===== src/rtl/cpu_pkg.sv =====
// Shared types and constants for the fetch/PC sequencing slice.
// Imported by fetch_unit and pc_next_calc.
package cpu_pkg;

    typedef enum logic [1:0] {
        FETCH  = 2'd0,
        EXEC   = 2'd1,
        HALTED = 2'd2
    } fetch_state_e;

    localparam logic [6:0]  OPC_HLT      = 7'b000_0000;
    localparam int          PC_STEP      = 4;
    localparam logic [31:0] DEF_RESET_PC = 32'h0000_0000;

endpackage


===== src/rtl/pc_next_calc.sv =====
// Next-PC arithmetic: sequential step or branch target,
// always word aligned, wrapping modulo 2^XLEN.
module pc_next_calc
    import cpu_pkg::*;
#(
    parameter int XLEN = 32
) (
    input  logic [XLEN-1:0] pc_i,
    input  logic [XLEN-1:0] imm_i,
    input  logic            pcsrc_i,
    input  logic            resume_i,
    output logic [XLEN-1:0] next_pc_o
);

    logic [XLEN-1:0] sum;

    // Resume from halt always steps past the HLT word.
    always_comb begin
        if (pcsrc_i && !resume_i) begin
            sum = pc_i + imm_i;
        end else begin
            sum = pc_i + XLEN'(PC_STEP);
        end
        next_pc_o = sum & ~XLEN'(3);
    end

endmodule


===== src/rtl/fetch_unit.sv =====
// Instruction fetch FSM: owns the PC, handshakes with imem,
// presents each word for one execute cycle, halts on HLT.
module fetch_unit
    import cpu_pkg::*;
#(
    parameter int              XLEN     = 32,
    parameter logic [XLEN-1:0] RESET_PC = XLEN'(DEF_RESET_PC)
) (
    input  logic            clk,
    input  logic            rst,
    output logic            imem_req,
    output logic [XLEN-1:0] imem_addr,
    input  logic [31:0]     imem_rdata,
    input  logic            imem_ack,
    output logic [31:0]     instr,
    output logic            instr_valid,
    output logic [XLEN-1:0] pc,
    input  logic            PCSrc,
    input  logic            load,
    input  logic [XLEN-1:0] ImmExt,
    input  logic            resume,
    output logic            halted
);

    fetch_state_e    state_q, state_d;
    logic [XLEN-1:0] pc_q, pc_d;
    logic [31:0]     instr_q, instr_d;
    logic [XLEN-1:0] pc_nxt;

    pc_next_calc #(
        .XLEN(XLEN)
    ) u_pc_next (
        .pc_i     (pc_q),
        .imm_i    (ImmExt),
        .pcsrc_i  (PCSrc),
        .resume_i (state_q == HALTED),
        .next_pc_o(pc_nxt)
    );

    // State, PC and instruction registers; reset wins over any event.
    always_ff @(posedge clk) begin
        if (rst) begin
            state_q <= FETCH;
            pc_q    <= RESET_PC;
            instr_q <= '0;
        end else begin
            state_q <= state_d;
            pc_q    <= pc_d;
            instr_q <= instr_d;
        end
    end

    // Next-state logic; control inputs only matter in EXEC.
    always_comb begin
        state_d = state_q;
        pc_d    = pc_q;
        instr_d = instr_q;
        unique case (state_q)
            FETCH: begin
                if (imem_ack) begin
                    instr_d = imem_rdata;
                    state_d = EXEC;
                end
            end
            EXEC: begin
                if (!load) begin
                    state_d = HALTED;
                end else begin
                    pc_d    = pc_nxt;
                    state_d = FETCH;
                end
            end
            HALTED: begin
                if (resume) begin
                    pc_d    = pc_nxt;
                    state_d = FETCH;
                end
            end
            default: state_d = FETCH;
        endcase
    end

    assign imem_req    = (state_q == FETCH);
    assign instr_valid = (state_q == EXEC);
    assign halted      = (state_q == HALTED);
    assign imem_addr   = pc_q;
    assign pc          = pc_q;
    assign instr       = instr_q;

endmodule


===== config.mk =====
export PLATFORM = sky130hd
export DESIGN_NAME = fetch_unit
export DESIGN_NICKNAME = d
export VERILOG_FILES = /design/src/rtl/cpu_pkg.sv /design/src/rtl/pc_next_calc.sv /design/src/rtl/fetch_unit.sv
export SDC_FILE = /design/constraint.sdc
export NUM_CORES = 1
export LEC_CHECK = 0
export BUFFER_PORTS_ARGS = -buffer_cell sky130_fd_sc_hd__buf_2
export CELL_PAD_IN_SITES_DETAIL_PLACEMENT = 1
export CELL_PAD_IN_SITES_GLOBAL_PLACEMENT = 1
export CORE_MARGIN = 2
export CORE_UTILIZATION = 37
export DETAILED_ROUTE_END_ITERATION = 10
export GPL_ROUTABILITY_DRIVEN = 0
export GPL_TIMING_DRIVEN = 0
export PLACE_DENSITY_LB_ADDON = 0.1
export REMOVE_ABC_BUFFERS = 1
export SKIP_LAST_GASP = 1
export SLEW_MARGIN = 20
export SYNTH_ARGS = -nofsm -noshare
export SYNTH_HDL_FRONTEND = slang
export SYNTH_SLANG_ARGS = --single-unit

===== constraint.sdc =====
create_clock -name clk -period 5.3 [get_ports clk]
set_input_delay 1.06 -clock clk [delete_from_list [all_inputs] [get_ports clk]]
set_output_delay 1.06 -clock clk [all_outputs]
set_load 0.02 [all_outputs]

==> results.md <==
* WL per Instance at 15.7 um
* Register area at 1280 um^2
* R2R Path Start: state_q[0]
* Slew headroom at 0.280
* CTS tree: done
* Hold path endpoint: instr[20]
* Design Area, Final at 5310 um^2
* Area share of the largest cell type after synthesis at 0.294
* DIE AREA at 12600 um^2
* I/O pin count at 169
* Worst Path Required at 5470 ps
* Max Clock Freq at 258 MHz
* Post-DRT Antenna Nets at 0
* Pins Over Slew Limit at 0
* CP Capture Type: register
* Dominant cell type by area after synthesis: dfxtp_1
* Max stage delay on crit path at 610 ps
* Syn. warnings at 0
* Kind of critical path: input pin to register
* Routed WL at 13100 um
* Gr usage total at 0.208
* Setup bufs post-CTS at 0
* R2R depth at 15
* Period utilization at 0.731
* Post-synthesis sequential area ratio at 0.294
* 1st-iter DRT viols at 138
* Number of synthesized flops with an enable pin at 0
* Reg-to-Reg End: imem_addr[28]
* Average size of a mapped cell at 7.54 um^2
* Nature of the critical path startpoint: input pin
* Synthesized instance count at 577
* DP Wirelength at 9950 um
* Minimum hold slack at 453 ps
* Synthesized area at 4350 um^2
* Util after Layout at 0.463
* Die X at 112 um
* Routed vias at 4394
* Antenna Cells at 0
* Worst Skew at 7.17 ps
* Root buffer cell: clkbuf_16
* Reg-to-reg slack, setup at 1610 ps
* Slew of the pin with the lowest slew margin at 1080 ps
* Setup TNS at 0 ps
* P_leak at 0.00256 uW
* Total power at 1350 uW
* Routed vias/inst at 5.26
* Critical Path, Cell by Cell: buf_2 > nor2b_2 > buf_6 > nand2b_1 > ha_1 > inv_1 > fa_1 > and2b_1 > o2111ai_1 > nand2_1 > a41oi_1 > or4_1 > nand3_1 > and2_1 > o32ai_1
* Library cells used by synthesis at 62
* Crit-path max FO at 22
* PwrDens at 255 nW/um^2
* CP arrival at 4040 ps
* GRT overflow at 0
* Htree depth at 3
* Row count at 39
* Worst path slowest cell: or4_1
* Layout cells sized above 1 at 0.284
* Max-cap violations at 0
* Ranking of synthesized cells by area: dfxtp_1 (29%), nand2_1 (10%), a21oi_1 (8.7%)
* Fillers at 1498
* Fin crit period at 3880 ps
* Ys async rst share at 0
* Nets at 788
* Clock Path Buffers at 2
* Worst hold-check path type: register to register
* Cts bufs inserted at 9
* Final hold vios at 0
* Initial antenna violation count at 0
* Die Span Y at 112 um
* # hold bufs at CTS at 0
* # DRC at 0
* Hold Path Origin: instr[20]
* Cell depth of the worst hold path at 2
* CTS Sinks at 64
* RSZ-0062 raised after global routing: no
* Area Overhead vs Synth at 22.0%
* Vias in the first global route at 4304
* Starting Density at 0.380
* Clk_lat worst skew at 330 ps
* Status: completed
* Register bit total from synthesis at 64
* Post-cts resize count at 0
* Peak supply drop at 176 uV
* Wire length of the first global-routing pass at 21500 um
* Number of port buffers at 162
* Largest net degree at the start of global routing at 67
* Final setup fails at 0
* Core Region at 11500 um^2
* Multi-input gate area at 2670 um^2
* Placed cell area at 5030 um^2
* Clock slew at reported path FFs at 60 ps
* Top FF cell, synth: dfxtp_1
* DR pass1 iterations at 4
## sequential cells by signal, summed over array words and instances (netlist names)
| register | cells |
|---|---|
| state_q | 2 |
| instr | 32 |
| imem_addr | 30 |
## power breakdown
part	total (uW)	internal [uW]	switching (uW)
Sequential	520	505	15.5
Clock	569	330	239
Combinational	264	96.6	168
## per-stage QoR
| step | cells | worst slack (ps) |
|---|---|---|
| after floorplan | 513 | 1290 |
| after global placement | 818 | 3.65 |
| after detailed placement | 820 | 1060 |
| after CTS | 836 | 1400 |
| after global routing | 836 | 1160 |
| final | 836 | 1420 |
## cell usage in the layout (no fill, tap or decap), types with 12 or more instances in the layout
| cell type | n |
|---|---|
| nand2_1 | 120 |
| a21o_1 | 13 |
| nor2_1 | 20 |
| nand4_1 | 12 |
| buf_2 | 161 |
| and2_1 | 32 |
| nand3_1 | 12 |
| inv_1 | 13 |
| a21oi_1 | 75 |
| ha_1 | 29 |
| dfxtp_1 | 64 |
## per-layer routing
layer	share of wire	wire, um	vias to the layer above	global-route usage
met5	0	0	-	0
met4	0.020	258	0	0.0610
met3	0.042	555	16	0.0378
met2	0.47	6210	118	0.347
met1	0.47	6120	2072	0.277
li1	-	-	2188	-
## critical path, delay by kind of cell
kind | cells | cell delay (ps)
AOI/OAI and AO/OA | 3 | 520
adders and majority gates | 2 | 540
and+or+nand+nor | 7 | 1560
buffers and inverters | 3 | 340
## synth_stat cells, types with 3 or more instances
cell type,number
nand2_1,120
a21oi_1,76
dfxtp_1,64
buf_4,34
and2_1,33
ha_1,29
clkbuf_1,26
nor2_1,20
a21o_1,13
inv_1,13
nand3_1,12
nand4_1,12
o21ai_0,11
xnor2_1,11
a31oi_1,7
nor2b_1,7
nor3_1,7
a211oi_1,5
buf_1,5
o21ai_1,5
o21bai_1,5
xor2_1,5
nor4b_1,3
o21a_1,3
or4_1,3
## final cells by class
cell class	instances	area share
well taps	143	0.0337
clock inverters	6	0.00825
inverters	13	0.00919
multi-input cells	436	0.502
clock buffers	10	0.0450
repair buffers	164	0.160
flip-flops and latches	64	0.241
## how the worst max path moves through the flow
stage	start	end	slack (ps)	depth (start not counted)
after floorplan	PCSrc	imem_addr[28]	1290	13
after global placement	PCSrc	imem_addr[30]	4	12
after detailed placement	PCSrc	imem_addr[28]	1060	15
after CTS	PCSrc	imem_addr[28]	1400	15
after global routing	PCSrc	imem_addr[30]	1160	15
final	PCSrc	imem_addr[30]	1420	15
## kinds of logic after synthesis
group,Yosys count,share of synthesized area
AND/OR/NAND/NOR,236,0.263
AO/OA/AOI/OAI,149,0.220
buffers and inverters,80,0.0989
flip-flops,64,0.294
adder cells (fa/ha/maj),30,0.0880
XOR/XNOR,16,0.0322
other,1,0.000861
multiplexers,1,0.00259
Power figures use the tool's default switching activity.
